<file path="config.mk">
export PLATFORM = sky130hd
export DESIGN_NAME = modulus_chunk_sequencer
export DESIGN_NICKNAME = d
export VERILOG_FILES = /design/src/rtl/modulus_chunk_sequencer.sv
export SDC_FILE = /design/constraint.sdc
export NUM_CORES = 1
export LEC_CHECK = 0
export CAP_MARGIN = 15
export CELL_PAD_IN_SITES_DETAIL_PLACEMENT = 1
export CELL_PAD_IN_SITES_GLOBAL_PLACEMENT = 1
export CORE_UTILIZATION = 38
export DETAILED_ROUTE_END_ITERATION = 16
export GPL_ROUTABILITY_DRIVEN = 0
export PLACE_DENSITY_LB_ADDON = 0.1
export SLEW_MARGIN = 20
export SYNTH_ARGS = -nofsm -noshare
export SYNTH_HDL_FRONTEND = slang
export SYNTH_SLANG_ARGS = --single-unit
export TNS_END_PERCENT = 20
</file>
<file path="constraint.sdc">
create_clock -name clk -period 2.2 [get_ports clk]
set_clock_uncertainty 0.05 [all_clocks]
set_input_delay 0.44 -clock clk [delete_from_list [all_inputs] [get_ports clk]]
set_output_delay 0.44 -clock clk [all_outputs]
set_load 0.01 [all_outputs]
</file>
<file path="src/rtl/modulus_chunk_sequencer.sv">
// Steps a shared modulus chunk LUT through the upper chunks of a product, LSB chunk
// first, and flags the cycles in which the LUT's moduli_terms are valid downstream.
module modulus_chunk_sequencer #(
    parameter int BIT_LEN    = 15,
    parameter int NUM_CHUNKS = 8,
    parameter int IDX_W      = $clog2(NUM_CHUNKS)
) (
    input  logic                           clk,
    input  logic                           reset,
    input  logic                           cfg_bypass,
    input  logic                           in_valid,
    output logic                           in_ready,
    input  logic [NUM_CHUNKS*BIT_LEN-1:0]  in_upper,
    output logic [BIT_LEN-1:0]             lut_addr,
    output logic                           lut_ce,
    output logic                           lut_bypass,
    output logic                           term_valid,
    input  logic                           term_ready,
    output logic [IDX_W-1:0]               term_idx,
    output logic                           term_last,
    output logic                           busy,
    output logic                           done
);

    typedef enum logic [1:0] {IDLE, ISSUE, DRAIN, DONE} state_t;

    localparam logic [IDX_W-1:0] LAST_IDX = IDX_W'(NUM_CHUNKS - 1);

    state_t                          state;
    logic [NUM_CHUNKS*BIT_LEN-1:0]   shift_p0;
    logic                            mode;
    logic                            bypass_q;
    logic [IDX_W-1:0]                cnt;
    logic                            vld_p1;
    logic [IDX_W-1:0]                idx_p1;

    logic accept;
    logic issue;
    logic advance;

    assign in_ready = (state == IDLE) && !reset;
    assign accept   = in_valid && in_ready;

    // Registered LUT: issue only when the output register is free or being drained.
    // Bypass LUT: the term is live while presented, so advance on consumption.
    assign issue    = (state == ISSUE) && !mode && (!vld_p1 || term_ready);
    assign advance  = issue || ((state == ISSUE) && mode && term_ready);

    assign lut_addr   = shift_p0[BIT_LEN-1:0];
    assign lut_ce     = issue;
    assign lut_bypass = bypass_q;
    assign term_valid = mode ? (state == ISSUE) : vld_p1;
    assign term_idx   = mode ? cnt : idx_p1;
    assign term_last  = term_valid && (term_idx == LAST_IDX);
    assign busy       = (state != IDLE);
    assign done       = (state == DONE);

    always_ff @(posedge clk) begin
        if (reset) begin
            state    <= IDLE;
            shift_p0 <= '0;
            mode     <= 1'b0;
            bypass_q <= 1'b0;
            cnt      <= '0;
            vld_p1   <= 1'b0;
            idx_p1   <= '0;
        end else begin
            // p0 -> p1: LUT output register stage, mirrored by vld_p1/idx_p1
            if (issue) begin
                vld_p1 <= 1'b1;
                idx_p1 <= cnt;
            end else if (term_ready) begin
                vld_p1 <= 1'b0;
            end

            case (state)
                IDLE: begin
                    if (accept) begin
                        shift_p0 <= in_upper;
                        mode     <= cfg_bypass;
                        bypass_q <= cfg_bypass;
                        cnt      <= '0;
                        state    <= ISSUE;
                    end
                end
                ISSUE: begin
                    if (advance) begin
                        shift_p0 <= shift_p0 >> BIT_LEN;
                        cnt      <= cnt + 1'b1;
                        if (cnt == LAST_IDX) begin
                            if (mode) begin
                                state    <= DONE;
                                bypass_q <= 1'b0;
                            end else begin
                                state <= DRAIN;
                            end
                        end
                    end
                end
                DRAIN: begin
                    if (vld_p1 && term_ready) begin
                        state    <= DONE;
                        bypass_q <= 1'b0;
                    end
                end
                default: begin
                    state <= IDLE;
                end
            endcase
        end
    end

endmodule

</file>
Word level (Yosys, flattened, before mapping)
Index checks and enable logic that the tools add are counted.
{"block": "word_totals", "regBits": 131, "elab_cells": 62}
{"block": "op_classes", "n_reduce_logical": 22, "add_sub_neg": 1, "eq_ne": 10, "n_mux": 22}
{"cell": "two-way mux 120 bit", "count": 2}
{"cell": "one-hot mux 120 bit (2 select lines)", "count": 1}
{"cell": "two-way mux 1 bit", "count": 9}
{"cell": "two-way mux 3 bit", "count": 3}
{"cell": "logical AND 1 bit", "count": 8}
{"cell": "two-way mux 2 bit", "count": 4}
{"cell": "inequality test 2 bit, second input constant", "count": 4}
{"cell": "== test 3 bit, second input constant", "count": 2}
{"cell": "one-hot mux 2 bit (3 select lines)", "count": 1}
{"cell": "one-hot mux 3 bit (2 select lines)", "count": 1}
{"cell": "AND reduction 6 bit", "count": 1}
{"cell": "nonzero test 2 bit", "count": 3}
{"cell": "== test 2 bit, second input constant", "count": 2}
{"cell": "AND reduction 4 bit", "count": 1}
{"cell": "adder 3 x 1 -> 3 bit, second input constant", "count": 1}
{"cell": "logical NOT 1 bit", "count": 3}
{"cell": "one-hot mux 1 bit (3 select lines)", "count": 1}
{"cell": "AND reduction 3 bit", "count": 1}
{"cell": "nonzero test 3 bit", "count": 1}
{"cell": "== test 2 x 1 -> 1 bit, second input constant", "count": 1}
{"cell": "logical NOT 2 bit", "count": 1}
{"cell": "logical OR 1 bit", "count": 2}
{"cell": "inequality test 2 x 1 -> 1 bit, second input constant", "count": 1}
{"cell": "AND reduction 2 bit", "count": 1}

Depth between registers and ports, before layout
{"block": "depth", "word_depth": 6, "ltp_mapped": 8, "depth_no_buf": 6}

Worst setup path before layout
OpenSTA, ideal clock, no wires.
{"block": "synth_path", "path_type": "reg2out", "start": "reg state[1]", "end": "out term_last", "path_stages_with_launch": 7, "required_time_ps": 1710, "slack_ps": 381, "path_buffers": 1, "arrival_ps": 1329, "cell_sequence": "dfxtp_1 inv_1 ha_1 buf_2 nand2_1 o21ai_0 and4_1"}
{"block": "synth_via", "elab_chain_len": 3}
{"item": "start, declared", "line_no": "29", "source": "state_t state;"}
{"item": "start signal, assigned", "line_no": "60", "source": "state <= IDLE;"}
{"item": "start signal, assigned", "line_no": "83", "source": "state <= ISSUE;"}
{"item": "start signal, assigned", "line_no": "92", "source": "state <= DONE;"}
{"item": "== test 2 x 1 -> 1 bit", "line_no": "52", "source": "assign term_valid = mode ? (state == ISSUE) : vld_p1;"}
{"item": "two-way mux 1 bit", "line_no": "52"}
{"item": "net term_valid", "line_no": "17", "source": "output logic term_valid,"}
{"item": "logical AND 1 bit", "line_no": "54", "source": "assign term_last = term_valid && (term_idx == LAST_IDX);"}
{"item": "end, declared", "line_no": "20", "source": "output logic term_last,"}
The timed path passes the listed nets, and every way through them passes these cells.

Worst setup path after layout
{"block": "layout_path", "start": "reg mode", "end": "out term_idx[2]"}
{"block": "layout_via", "elab_chain_len": 1}
{"item": "start, declared", "line_no": "31", "source": "logic mode;"}
{"item": "start signal, assigned", "line_no": "80", "source": "mode <= cfg_bypass;"}
{"item": "two-way mux 3 bit", "line_no": "53", "source": "assign term_idx = mode ? cnt : idx_p1;"}
{"item": "end, declared", "line_no": "19", "source": "output logic [IDX_W-1:0] term_idx,"}
No other way between the ends.

==> run metrics <==
CTS max path bufs=2; synthesis-to-layout area growth=37.9%; register area share after synthesis=between 40% and 50%; first-pass GRT wire length=27200 µm; static leakage=0.00302 µW; DRC=0; Synth Flop Type=dfxtp_1; commonest cells after routing, fill and taps aside=clkdlybuf4s50_1 (143), dfxtp_1 (128), nor2_1 (112); Final #Nets=between 800 and 900; maximum vdd drop=between 0.8 and 0.9 mV; CTS Hold Bufs=0; Crit Path Category=reg -> out; layer with the highest usage=met2; clock root cell=clkbuf_16; per-cell routed wire length=17.4 µm; final setup fails=0; total core area=around 16000 µm²; final WL=roughly 17000 µm; top post-synthesis cells by area=dfxtp_1 (43%), mux2i_1 (18%), a211oi_1 (9.3%), nor2_1 (6.9%), a211oi_2 (6.1%); Final ANT Viol Nets=0; RSZ-0062 raised after global routing=true; Final Slew Violations=0; GRT Util Overall=21.4%; Slew HR=58.2%; Yosys top cell area share=between 40% and 50%; vias per cell=a little over 5; Worst EP arrival=1.65 ns; Hold Slack=between 0.3 and 0.4 ns; Critical Path Start Type=register; initial antenna violation count=1; Yosys cell types=31; die height=between 100 and 150 µm; met2 usage=between 30% and 40%; area leader, netlist=dfxtp_1; status=finished clean; grt met3 use=about 5.7%; clk sinks=131; Die ar.=roughly 17000 µm²; Iteration-0 DRC Markers=roughly 220; WP data required=about 1.7 ns; setup slack after layout=about 0.063 ns; GR Util met1=about a quarter; max incr delay on CP=roughly 0.48 ns; most common cell after layout, fill and taps aside=clkdlybuf4s50_1; Final period util=a little over nine tenths; worst reg2reg path depth=9; power per cell area=between 1000 and 1500 nW/µm²; I/O Pins=150; fraction of layout instances using a drive strength above 1=between 10% and 20%; critical path peak fanout=8; pre-CTS WS=-0.135 ns; Setup crit end kind=primary output; Hold WC Path Type=in -> reg; post-route insts no fill=roughly 990; worst hold stages=2; Peak Freq=between 400 and 500 MHz; Worst-path clk slew=0.06 ns; count of state elements after synthesis=between 100 and 150; Post-Syn Area=between 6000 and 7000 µm²; Tot Pwr=about 11000 µW; Worst R2R Setup Slack=~0.080 ns; max-cap violations=0; DPL Wire Length=roughly 12000 µm; GR Overflow Total=0; CTS tree=built; Worst path slowest cell=clkdlybuf4s50_1; chip width=about 130 µm; slew of the pin with the lowest slew margin=about 0.63 ns; Post-Syn Area per Cell=just under 10 µm²; IO buf count=roughly 150; largest net degree at the start of global routing=119; Placement Rows=between 40 and 50; EDFF count, synth=0; Placed Instances=949; clock buffer count from CTS=17; Syn Inst Count=between 600 and 700; starting density of the core=approximately two fifths; crit path cell chain=mux2_2 > clkdlybuf4s50_1; H-tree depth=4; fraction of registers with async set or reset after synthesis=0%; worst-skew pair later-pin latency=around 0.42 ns; Synth Net Count=around 770; Initial DRT Pass Iterations=4; total number of yosys warnings=0; final hold viol count=0; final core occ=53.4%; vias post-DR=between 5000 and 6000; vias in the first global route=~5500; min cycle time layout=between 2 and 2.5 ns
==> worst paths after layout <==
check	start	end
worst max register to register	state[1]	shift_p0[31]
worst min register to register	shift_p0[109]	shift_p0[109]
worst max-delay path	mode	term_idx[2]
worst min-delay path	reset	mode
==> metrics by stage <==
step / area [µm²] / TNS, ns
floorplan: 6130 / 0
global placement: 7790 / -0.290
detailed placement: 7790 / -5.15
CTS: 8410 / -0.000484
global route: 8450 / -0.00378
finish: 8450 / 0
==> critical path, delay by kind of cell, from the launching register on <==
| family | cells | cell delay [ns] |
|---|---|---|
| buf+inv | 1 | 0.48 |
| flops | 1 | 0.39 |
| mux | 1 | 0.35 |
==> power breakdown <==
| group | total [µW] | internal [µW] | switching (µW) |
|---|---|---|---|
| registers | 3620 | 3160 | 460 |
| logic | 4710 | 2180 | 2530 |
| clock network | 2840 | 1710 | 1130 |
| total | 11200 | 7060 | 4120 |
==> synthesized netlist by cell type, types with 5 or more instances <==
master,number
ha_1,7
a21oi_1,22
buf_2,33
a211oi_2,30
nor2_1,112
clkbuf_1,19
nand3b_1,15
buf_4,16
mux2i_1,109
nand3_1,5
dfxtp_1,131
a211oi_1,76
nand2_1,23
==> cell type report <==
class | instances | area [µm²]
fillers | 1734 | 7380
multi-input cells | 425 | 3130
flip-flops and latches | 131 | 2630
repair buffers | 176 | 1800
clock buffers | 18 | 439
well taps | 216 | 270
clock inverters | 14 | 158
inverters | 5 | 21.3
diodes | 1 | 2.50
==> logic make-up (layout without fill, tap and decap cells) <==
kind of cell | Yosys count | in the layout | share of synthesized area [%]
mux | 112 | 112 | 18.4
other cells | 0 | 1 | 0
compound gates | 139 | 139 | 18.7
fa+ha+maj | 7 | 7 | 1.43
simple gates | 167 | 167 | 11.9
flops | 131 | 131 | 42.8
buf+inv | 77 | 213 | 6.86
==> flip-flops by register name (all words and copies together), names as in the netlist <==
| name | cells |
|---|---|
| vld_p1 | 1 |
| state | 2 |
| mode | 1 |
| idx_p1 | 3 |
| shift_p0 | 120 |
| lut_bypass | 1 |
| cnt | 3 |
==> metal layers <==
metal	vias to the layer above	part of all wire [%]
li1	2515	-
met4	0	1.6
met2	101	50
met3	20	4.9
met1	2401	43
met5	-	0
==> repair_timing <==
item / CTS / global route
setup buffers: 1 / 3
setup endpoints to repair: 8 / 48
gates resized for setup: 13 / 5
endpoints found under the hold margin: 0 / 0
Power figures use the tool's default switching activity.
